$ cat config.mk
export PLATFORM = sky130hd
export DESIGN_NAME = pdp8_kw_ctl_flat
export DESIGN_NICKNAME = d
export VERILOG_FILES = /design/src/rtl/pdp8_kw_pkg.sv /design/src/rtl/pdp8_kw_if.sv /design/src/rtl/pdp8_kw_prescale.sv /design/src/rtl/pdp8_kw_ctl.sv /design/src/flat_wrapper.sv
export SDC_FILE = /design/constraint.sdc
export NUM_CORES = 1
export LEC_CHECK = 0
export CAP_MARGIN = 15
export CORE_MARGIN = 3
export CORE_UTILIZATION = 40
export CTS_CLUSTER_DIAMETER = 40
export DETAILED_ROUTE_END_ITERATION = 8
export PLACE_DENSITY = 0.78
export SYNTH_ARGS = -nofsm -noshare
export SYNTH_HDL_FRONTEND = slang
export SYNTH_HIERARCHICAL = 1
export SYNTH_SLANG_ARGS = --single-unit
$ cat constraint.sdc
create_clock -name clk -period 4.8 [get_ports clk]
set_input_delay 0.72 -clock clk [delete_from_list [all_inputs] [get_ports clk]]
set_output_delay 0.72 -clock clk [all_outputs]
set_load 0.01 [all_outputs]
$ cat src/rtl/pdp8_kw_pkg.sv
// Shared constants and types for the PDP-8 programmable clock.
// IOT function codes, CPU major states, sequencer and control layout.
package pdp8_kw_pkg;

    localparam logic [3:0] F0 = 4'd0;
    localparam logic [3:0] F1 = 4'd1;
    localparam logic [3:0] F2 = 4'd2;
    localparam logic [3:0] F3 = 4'd3;

    localparam logic [2:0] FN_NOP = 3'd0;
    localparam logic [2:0] CLEI   = 3'd1;
    localparam logic [2:0] CLDI   = 3'd2;
    localparam logic [2:0] CLSK   = 3'd3;
    localparam logic [2:0] CLLD   = 3'd4;
    localparam logic [2:0] CLAB   = 3'd5;
    localparam logic [2:0] CLRC   = 3'd6;
    localparam logic [2:0] CLCF   = 3'd7;

    localparam int CTL_RUN  = 0;
    localparam int CTL_MODE = 1;
    localparam int CTL_RATE = 2;

    typedef enum logic {
        SEQ_STOP = 1'b0,
        SEQ_RUN  = 1'b1
    } seq_t;

    typedef struct packed {
        logic       mode;
        logic [1:0] rate;
    } ctl_t;

endpackage

$ cat src/rtl/pdp8_kw_if.sv
// IOT bus bundle between the CPU and the clock controller.
// The CPU side is master; the device side is slave.
interface pdp8_kw_if;

    logic        iot;
    logic [3:0]  state;
    logic [11:0] mb;
    logic [5:0]  io_select;
    logic [11:0] io_data_in;
    logic [11:0] io_data_out;
    logic        io_data_avail;
    logic        io_selected;
    logic        io_skip;
    logic        io_interrupt;

    modport master (
        output iot, state, mb, io_select, io_data_in,
        input  io_data_out, io_data_avail, io_selected,
        input  io_skip, io_interrupt
    );

    modport slave (
        input  iot, state, mb, io_select, io_data_in,
        output io_data_out, io_data_avail, io_selected,
        output io_skip, io_interrupt
    );

endinterface

$ cat src/rtl/pdp8_kw_prescale.sv
// Rate-selectable tick divider; period is PRESCALE * 4^rate cycles.
// Runs on clock enables only; clr restarts the period and suppresses the tick.
module pdp8_kw_prescale #(
    parameter int PRESCALE = 16
) (
    input  logic       clk,
    input  logic       reset,
    input  logic       run,
    input  logic [1:0] rate,
    input  logic       clr,
    output logic       tick
);

    localparam int PW = $clog2(PRESCALE * 64);

    logic [PW-1:0] pre_q;
    logic [PW-1:0] term;
    logic [PW:0]   period;
    logic          at_term;

    always_comb begin
        period = (PW+1)'(PRESCALE) << {rate, 1'b0};
        term   = PW'(period - 1'b1);
    end

    assign at_term = (pre_q == term);
    assign tick    = run & at_term & ~clr;

    always_ff @(posedge clk) begin
        if (reset || clr) begin
            pre_q <= '0;
        end else if (run) begin
            pre_q <= at_term ? '0 : pre_q + 1'b1;
        end
    end

endmodule

$ cat src/rtl/pdp8_kw_ctl.sv
// PDP-8 programmable real-time clock: IOT decode, run/stop sequencer,
// 12-bit counter with free-run/reload, overflow flag, skip and interrupt.
module pdp8_kw_ctl
    import pdp8_kw_pkg::*;
#(
    parameter logic [5:0] DEVICE   = 6'o13,
    parameter int         PRESCALE = 16
) (
    input  logic        clk,
    input  logic        reset,
    pdp8_kw_if.slave    bus,
    output logic        tick
);

    logic        sel;
    logic [2:0]  fn;
    logic [11:0] din;
    logic        do_clei, do_cldi, do_clsk, do_clld;
    logic        do_clab, do_clrc, do_clcf;
    ctl_t        ctl_q;
    logic [11:0] buf_q;
    logic [11:0] cnt_q;
    logic        flag_q;
    logic        int_en_q;
    seq_t        seq_q, seq_d;
    logic        run;
    logic        ovf;
    logic        unused_mb;

    assign fn        = bus.mb[2:0];
    assign din       = bus.io_data_in;
    assign unused_mb = ^bus.mb[11:3];
    assign sel       = bus.iot
                     && (bus.state == F1)
                     && (bus.io_select == DEVICE);

    always_comb begin
        do_clei = 1'b0;
        do_cldi = 1'b0;
        do_clsk = 1'b0;
        do_clld = 1'b0;
        do_clab = 1'b0;
        do_clrc = 1'b0;
        do_clcf = 1'b0;
        if (sel) begin
            unique case (fn)
                CLEI:    do_clei = 1'b1;
                CLDI:    do_cldi = 1'b1;
                CLSK:    do_clsk = 1'b1;
                CLLD:    do_clld = 1'b1;
                CLAB:    do_clab = 1'b1;
                CLRC:    do_clrc = 1'b1;
                CLCF:    do_clcf = 1'b1;
                default: ;
            endcase
        end
    end

    always_ff @(posedge clk) begin
        if (reset) begin
            seq_q <= SEQ_STOP;
        end else begin
            seq_q <= seq_d;
        end
    end

    // Only CLLD moves the sequencer; run follows the state directly.
    always_comb begin
        seq_d = seq_q;
        run   = 1'b0;
        unique case (seq_q)
            SEQ_STOP: begin
                if (do_clld && din[CTL_RUN]) seq_d = SEQ_RUN;
            end
            SEQ_RUN: begin
                run = 1'b1;
                if (do_clld && !din[CTL_RUN]) seq_d = SEQ_STOP;
            end
            default: seq_d = SEQ_STOP;
        endcase
    end

    pdp8_kw_prescale #(
        .PRESCALE (PRESCALE)
    ) u_prescale (
        .clk   (clk),
        .reset (reset),
        .run   (run),
        .rate  (ctl_q.rate),
        .clr   (do_clld | do_clab),
        .tick  (tick)
    );

    assign ovf = tick && (cnt_q == 12'o7777);

    always_ff @(posedge clk) begin
        if (reset) begin
            ctl_q    <= '0;
            buf_q    <= '0;
            cnt_q    <= '0;
            flag_q   <= 1'b0;
            int_en_q <= 1'b0;
        end else begin
            if (do_clld) begin
                ctl_q.mode <= din[CTL_MODE];
                ctl_q.rate <= din[CTL_RATE +: 2];
            end
            if (do_clei) begin
                int_en_q <= 1'b1;
            end else if (do_cldi) begin
                int_en_q <= 1'b0;
            end
            if (do_clab) begin
                buf_q <= din;
                cnt_q <= din;
            end else if (tick) begin
                cnt_q <= ovf ? (ctl_q.mode ? buf_q : 12'o0000)
                             : cnt_q + 12'd1;
            end
            // Overflow set wins over a same-cycle CLCF.
            if (ovf) begin
                flag_q <= 1'b1;
            end else if (do_clcf) begin
                flag_q <= 1'b0;
            end
        end
    end

    always_comb begin
        bus.io_selected   = sel;
        bus.io_skip       = do_clsk & flag_q;
        bus.io_data_avail = do_clrc;
        bus.io_data_out   = do_clrc ? cnt_q : 12'o0000;
        bus.io_interrupt  = int_en_q & flag_q;
    end

endmodule

$ cat src/flat_wrapper.sv
// flat-port wrapper written by rule: the top's interface ports become plain ports
module pdp8_kw_ctl_flat import pdp8_kw_pkg::*;
#(
    parameter logic [5:0] DEVICE   = 6'o13,
    parameter int         PRESCALE = 16
)
  (clk, reset, tick, bus_iot, bus_state, bus_mb, bus_io_select, bus_io_data_in, bus_io_data_out, bus_io_data_avail, bus_io_selected, bus_io_skip, bus_io_interrupt);
  pdp8_kw_if bus_i ();
  input  logic clk;
  input  logic reset;
  output logic tick;
  input wire logic [$bits(bus_i.iot)-1:0] bus_iot;
  input wire logic [$bits(bus_i.state)-1:0] bus_state;
  input wire logic [$bits(bus_i.mb)-1:0] bus_mb;
  input wire logic [$bits(bus_i.io_select)-1:0] bus_io_select;
  input wire logic [$bits(bus_i.io_data_in)-1:0] bus_io_data_in;
  output wire logic [$bits(bus_i.io_data_out)-1:0] bus_io_data_out;
  output wire logic [$bits(bus_i.io_data_avail)-1:0] bus_io_data_avail;
  output wire logic [$bits(bus_i.io_selected)-1:0] bus_io_selected;
  output wire logic [$bits(bus_i.io_skip)-1:0] bus_io_skip;
  output wire logic [$bits(bus_i.io_interrupt)-1:0] bus_io_interrupt;
  assign bus_i.iot = bus_iot;
  assign bus_i.state = bus_state;
  assign bus_i.mb = bus_mb;
  assign bus_i.io_select = bus_io_select;
  assign bus_i.io_data_in = bus_io_data_in;
  assign bus_io_data_out = bus_i.io_data_out;
  assign bus_io_data_avail = bus_i.io_data_avail;
  assign bus_io_selected = bus_i.io_selected;
  assign bus_io_skip = bus_i.io_skip;
  assign bus_io_interrupt = bus_i.io_interrupt;
  pdp8_kw_ctl #(.DEVICE(DEVICE), .PRESCALE(PRESCALE)) u_core (.clk(clk), .reset(reset), .bus(bus_i), .tick(tick));
endmodule
==> results of run 1 <==
power groups by stage:
stage	logic, mW	clock network, mW	registers (mW)
floorplan	0.00913	0	0.339
global placement	0.0364	0	0.339
detailed placement	0.0367	0	0.339
CTS	0.0369	0.282	0.332
global route	0.0394	0.297	0.332
finish	0.0366	0.274	0.332
final cells by class:
| type | instances | area share |
|---|---|---|
| Clock buffer | 5 | 0.02438 |
| Clock inverter | 3 | 0.01507 |
| Inverter | 3 | 0.003989 |
| Multi-Input combinational cell | 209 | 0.4725 |
| Sequential cell | 40 | 0.2837 |
| Tap cell | 70 | 0.03103 |
| Timing Repair Buffer | 49 | 0.1693 |
worst max-delay path, cell delays in order:
cell             delay (ns)
clkdlybuf4s50_1        0.40
or4b_4                 0.57
or3_1                  0.55
nor3_2                 0.20
buf_4                  0.19
and2_1                 0.14
clkdlybuf4s50_1        0.55
sequential cells by signal (all words and copies together), names as in the netlist, named ones only:
register                 cells
u_core/ctl_q                 3
u_core/buf_q                12
u_core/u_prescale/pre_q     10
u_core/int_en_q              1
u_core/flag_q                1
u_core/cnt_q                12
per-stage QoR:
stage / worst slack (ns) / hold slack (ns)
floorplan: 1.690 / 0.4317
global placement: 0.7614 / 0.4435
detailed placement: 0.7461 / 0.4474
CTS: 0.7482 / 0.4601
global route: 0.6032 / 0.4813
finish: 0.7661 / 0.4596
metal layers:
metal / vias up / GRT usage
met5: - / 0
met4: 0 / 0.05236
li1: 1054 / -
met3: 6 / 0.03475
met2: 36 / 0.3013
met1: 961 / 0.2298
final timing paths:
check	slack, ns	end	start
setup reg to reg	1.26	u_core/cnt_q[3]$_SDFFE_PP0P_	u_core/u_prescale/pre_q[4]$_SDFFE_PP0P_
hold / removal	0.46	u_core/buf_q[10]$_SDFFE_PP0P_	u_core/buf_q[10]$_SDFFE_PP0P_
hold reg to reg	0.46	u_core/buf_q[10]$_SDFFE_PP0P_	u_core/buf_q[10]$_SDFFE_PP0P_
setup / recovery	0.77	bus_io_data_out[7]	bus_state[1]
cell usage after synthesis, types with 2 or more instances:
library cell / number
o31ai_1: 2
dfxtp_1: 40
o21bai_1: 2
mux2i_1: 6
xnor2_1: 11
or3_1: 2
nor4_1: 14
ha_1: 2
xor2_1: 5
or2_2: 2
a21oi_1: 17
o21ai_0: 3
nor2_1: 23
clkbuf_1: 8
inv_1: 3
o21a_1: 2
a211oi_2: 2
nand3_1: 7
and4_1: 2
nor4_2: 2
nor3_1: 12
buf_2: 5
a21o_1: 2
and3_1: 2
a211oi_1: 4
nand4_1: 9
o32ai_1: 2
nand2_1: 39
and2_1: 13
buf_6: 2
a221oi_1: 5
kinds of logic after synthesis:
logic type | after synthesis
XOR/XNOR | 16
multiplexers | 6
adder cells (fa/ha/maj) | 2
flip-flops | 40
AO/OA/AOI/OAI | 46
buffers and inverters | 19
AND/OR/NAND/NOR | 139
==> summary.txt, run 1 <==
Power
  • Pwr dens: 227.5 nW/um^2
  • Switching Fraction: 0.2098
  • Sw power: 0.1347 mW
  • Leak pwr: 0.9377 nW
  • Comb pwr share: 0.057
  • Clock Power Share: 0.427
  • Pwr Total: 0.6421 mW
  • Flop pwr share: 0.516
  • Cell Int Power: 0.5074 mW
  • Peak VDD IR: 0.1481 mV

Logic synthesis
  • Most used DFF post-synth: dfxtp_1
  • Syn_nets: 307
  • Mapped cell area: 2227 sq um
  • Synth top area cells: dfxtp_1 36%, nand2_1 6.6%, xnor2_1 4.3%, nor4_1 3.9%, nor2_1 3.9%
  • Synth Instances: 268
  • Share of the synthesized area in the top cell type: 0.3596
  • Synth Area in Compound Gates: 0.1517
  • XOR/XNOR Fraction of Synth Area: 0.06292
  • Post-Synth Adder-Cell Area: 0.01124
  • Post-synth EDFFs: 0
  • Largest family of logic cells by synthesized area: simple AND/OR/NAND/NOR gates
  • Synth Warn #: 6
  • Async S/R FF share, synth: 0
  • #FFs+latches synth: 40
  • Avg Cell Area, Syn: 8.310 sq um
  • Post-synthesis mux area share: 0.02697
  • Synth Area in Simple Gates: 0.3461
  • Synth area leader: dfxtp_1
  • Post-synthesis cell type count: 49
  • Sequential share of the synthesized area: 0.3596

Detailed routing
  • Residual DRC: 0
  • Iteration-0 DRC Markers: 128
  • Via density: 5.427
  • Pre-antenna DRT Iters: 4
  • Met3 WL post-DR: 195 um
  • WL/cell: 13.86 um
  • DRT met1 WL: 2.386 mm
  • Met2 wire length: 2.594 mm
  • Top Metal Used: met4
  • Routed Antenna Nets: 0
  • Total number of vias: 2057
  • Total Wirelength: 5.252 mm

Cells and area
  • Commonest non-fill, non-tap cells in the layout: 44 x clkdlybuf4s50_1, 40 x dfxtp_1, 39 x nand2_1, 23 x nor2_1, 17 x a21oi_1
  • Share of layout cells above drive strength 1: 0.08738
  • Fillers: 492
  • Ant. Diodes: 0
  • Most common cell after layout, fill and taps aside: clkdlybuf4s50_1
  • Post-Layout Inst Area: 2823 sq um
  • Register area: 800.8 sq um
  • Util after Layout: 0.5389
  • Area grow syn2layout: 26.74%
  • Final cell count without fillers: 379
  • Area of the multi-input gates: 1334 sq um
  • Layout net count: 347

Min path
  • Worst min-delay path category: flop to flop
  • Hold Crit Depth: 2

Timing
  • Max Slew Vio Count: 0
  • Setup-failing EPs final: 0
  • TNS Setup: 0 ns
  • Worst clock skew: 0.002733 ns
  • Crit share post-route: 0.8404
  • Final hold vios: 0
  • RSZ-0062 raised after global routing: no
  • Worst-Margin Slew: 0.8923 ns
  • Worst slew margin relative to its limit: 0.4006
  • Fin crit period: 4.034 ns
  • Fmax: 247.9 MHz

Setup path
  • Startpoint types: input port
  • Crit path DAT: 3.31 ns
  • Crit Path Category: input port to output pin
  • Crit. End Element: output pin
  • Worst-case reg-to-reg path depth: 9
  • CP Max Fanout: 13
  • CP Data Required Time: 4.08 ns

Clocking
  • Max clock buf depth: 2
  • Root Buffer Master: clkbuf_8
  • Hold Buf Count CTS: 0
  • CTS Buf Count: 5
  • CTS sink cnt: 40
  • Post-CTS Setup Bufs: 0
  • Clock-pin transition on the worst setup and hold timing paths: 0.08 ns
  • Clk_lat worst skew: 0.29 ns
  • TritonCTS clock tree: done
  • H-tree depth: 2
  • Post-CTS resize count: 0

GRT
  • Vias in the first global route: 2030
  • Antenna violations before repair: 0
  • Total global-route track usage: 0.1787
  • Total gr overflow: 0
  • Pin count of the biggest net entering global routing: 42
  • First-pass GRT wire length: 9.301 mm

Floorplanning
  • Core area: 5238 sq um
  • Initial Util: 0.4252
  • Die ar.: 6499 sq um
  • Die H: 80.62 um
  • I/O pins: 54
  • Row cnt: 26
  • Die W: 80.62 um

Place
  • Placed insts: 371
  • Post-DP Area: 2711 sq um
  • Number of port buffers: 44
  • Gpl congestion: 0.7930
  • Post-DP HPWL: 3.792 mm

Flow run
  • Max cap viols: 0

Status
  • Status: finished, final reports clean
Power figures use the tool's default switching activity.
==> run 2, diff against run 1 <==
==> constraint.sdc (replaced) <==
create_clock -name clk -period 3.75 [get_ports clk]
set_input_delay 0.5625 -clock clk [delete_from_list [all_inputs] [get_ports clk]]
set_output_delay 0.5625 -clock clk [all_outputs]
set_load 0.01 [all_outputs]
==> summary.txt, run 2 (same netlist as run 1, synthesis figures left out) <==
Clocking
  • Root Buffer Master: clkbuf_8
  • Max clock buf depth: 2 (unchanged)
  • TritonCTS clock tree: done
  • Hold Buf Count CTS: 0 (unchanged)
  • Post-CTS Setup Bufs: 0 (unchanged)
  • Post-CTS resize count: 0 (unchanged)
  • Clk_lat worst skew: 0.29 ns (about the same)
  • CTS sink cnt: 40 (unchanged)
  • Clock-pin transition on the worst setup and hold timing paths: 0.07 ns (about the same)
  • CTS Buf Count: 5 (unchanged)
  • H-tree depth: 2 (unchanged)

Setup path
  • Crit-path max cell delay: 0.57 ns (about the same)
  • Worst Path Buf+Inv: 3 (unchanged)
  • CP Max Fanout: 13 (unchanged)
  • Crit-path leading delay family: simple AND/OR/NAND/NOR gates
  • Startpoint types: input port
  • Crit. End Element: output pin
  • Crit Path Category: input port to output pin
  • Crit-path cells: clkdlybuf4s50_1 > or4b_4 > or3_1 > nor3_2 > buf_4 > and2_1 > clkdlybuf4s50_1
  • Slowest library cell on the worst path: or4b_4
  • Crit path DAT: 3.06 ns (-0.25 ns)
  • Most frequent CP cell: clkdlybuf4s50_1
  • CP Data Required Time: 3.19 ns (-0.89 ns)

Place
  • Post-DP HPWL: 3.914 mm (+3.2%)
  • Gpl congestion: 0.8026 (+1.2%)
  • Number of port buffers: 44 (unchanged)
  • Post-DP Area: 2749 sq um (+1.4%)

Detailed routing
  • Total number of vias: 2118 (+3.0%)
  • Iteration-0 DRC Markers: 110 (-14%)
  • WL/cell: 14.10 um (+1.8%)
  • Pre-antenna DRT Iters: 4 (unchanged)
  • Routed Antenna Nets: 0 (unchanged)
  • Residual DRC: 0 (unchanged)
  • Via density: 5.516 (+1.6%)
  • Total Wirelength: 5.415 mm (+3.1%)

Floorplanning
  • Die H: 80.62 um (unchanged)
  • Core area: 5238 sq um (unchanged)
  • Die W: 80.62 um (unchanged)
  • I/O pins: 54 (unchanged)
  • Row cnt: 26 (unchanged)
  • Die ar.: 6499 sq um (unchanged)
  • Initial Util: 0.4252 (unchanged)

Timing
  • Fin crit period: 3.618 ns
  • Crit share post-route: 0.9648
  • Worst-Margin Slew: 0.8749 ns (-0.01738 ns)
  • Final hold vios: 0 (unchanged)
  • TNS Setup: 0 ns (unchanged)
  • Fmax: 276.4 MHz
  • RSZ-0062 raised after global routing: no
  • Max Slew Vio Count: 0 (unchanged)
  • Worst slew margin relative to its limit: 0.4123 (+0.01167)
  • Worst clock skew: 0.006232 ns (+0.003499 ns)
  • Setup-failing EPs final: 0 (unchanged)

Cells and area
  • Most common cell after layout, fill and taps aside: clkdlybuf4s50_1
  • Fillers: 490 (-0.41%)
  • Largest registers: u_core/buf_q (12), u_core/cnt_q (12), u_core/u_prescale/pre_q (10)
  • Area grow syn2layout: 28.26%
  • Layout net count: 352 (+1.4%)
  • Ant. Diodes: 0 (unchanged)
  • Share of layout cells above drive strength 1: 0.09873 (+0.01135)
  • Post-Layout Inst Area: 2856 sq um (+1.2%)
  • Commonest non-fill, non-tap cells in the layout: 44 x clkdlybuf4s50_1, 40 x dfxtp_1, 39 x nand2_1, 23 x nor2_1, 17 x a21oi_1

GRT
  • Total gr overflow: 0 (unchanged)
  • Pin count of the biggest net entering global routing: 25 (-40%)
  • Vias in the first global route: 1954 (-3.7%)
  • Antenna violations before repair: 0 (unchanged)
  • Total global-route track usage: 0.1725 (-0.006219)
  • First-pass GRT wire length: 8.956 mm (-3.7%)

Power
  • Peak VDD IR: 0.1620 mV (+9.4%)
  • Pwr dens: 286.7 nW/um^2 (+26%)
  • Leak pwr: 0.9634 nW (+2.7%)

Min path
  • Worst min-delay path category: flop to flop

Flow run
  • Max cap viols: 0 (unchanged)

Status
  • Status: finished, final reports clean
==> run 2: cell count changes in the layout (fill, tap and decap cells not counted), sizes merged <==
cell / before / now
buf: 5 / 10
clkbuf: 5 / 6
clkinvlp: 1 / 0
==> run 2: final timing paths <==
path                                           startpoint                            to  slack, ns  cells past startpoint
setup / recovery                             bus_state[1]            bus_io_data_out[1]       0.13                      7
hold / removal               u_core/buf_q[2]$_SDFFE_PP0P_  u_core/buf_q[2]$_SDFFE_PP0P_       0.46                      2
setup reg to reg  u_core/u_prescale/pre_q[4]$_SDFFE_PP0P_  u_core/cnt_q[6]$_SDFFE_PP0P_       0.63                      9
hold reg to reg              u_core/buf_q[2]$_SDFFE_PP0P_  u_core/buf_q[2]$_SDFFE_PP0P_       0.46                      2
==> run 2: final cells by class <==
class | instances | area (sq um) | area share
multi-input cells | 209 | 1334 | 0.4669
flip-flops and latches | 40 | 800.8 | 0.2803
repair buffers | 54 | 515.5 | 0.1805
well taps | 70 | 87.58 | 0.03066
clock buffers | 6 | 72.57 | 0.02541
clock inverters | 2 | 35.03 | 0.01226
inverters | 3 | 11.26 | 0.003942
==> run 2: report_power, final <==
group / switching (mW) / internal, mW
registers: 0.000148 / 0.424
clock network: 0.150 / 0.198
logic: 0.0187 / 0.0283
==> run 2: through the flow <==
step                cells  hold slack (ns)  utilization  total power, mW  setup slack (ns)
global placement      376           0.4459       0.5248           0.4811            0.1478
finish                384           0.4578       0.5454           0.8190            0.1322
CTS                   384           0.4610       0.5454           0.8279            0.1238
detailed placement    376           0.4498       0.5248           0.4813            0.1275
floorplan             268           0.4317            -           0.4462            0.7975
global route          384           0.4794       0.5454           0.8506           0.01696
==> run 2: routing by layer <==
| layer | global-route usage | wire (um) |
|---|---|---|
| met1 | 0.2314 | 2417 |
| met2 | 0.2823 | 2608 |
| met3 | 0.03139 | 324 |
| met4 | 0.04730 | 63 |
| met5 | 0 | 0 |
==> run 2: worst reg2reg max path, cell delays in order (launching register included) <==
cell	delay, ns
dfxtp_1	0.36
or4_4	0.56
a221oi_4	0.52
nor2b_1	0.36
nand4_1	0.17
nor4_1	0.37
buf_4	0.21
nand2_1	0.05
a311o_1	0.29
a21oi_1	0.14
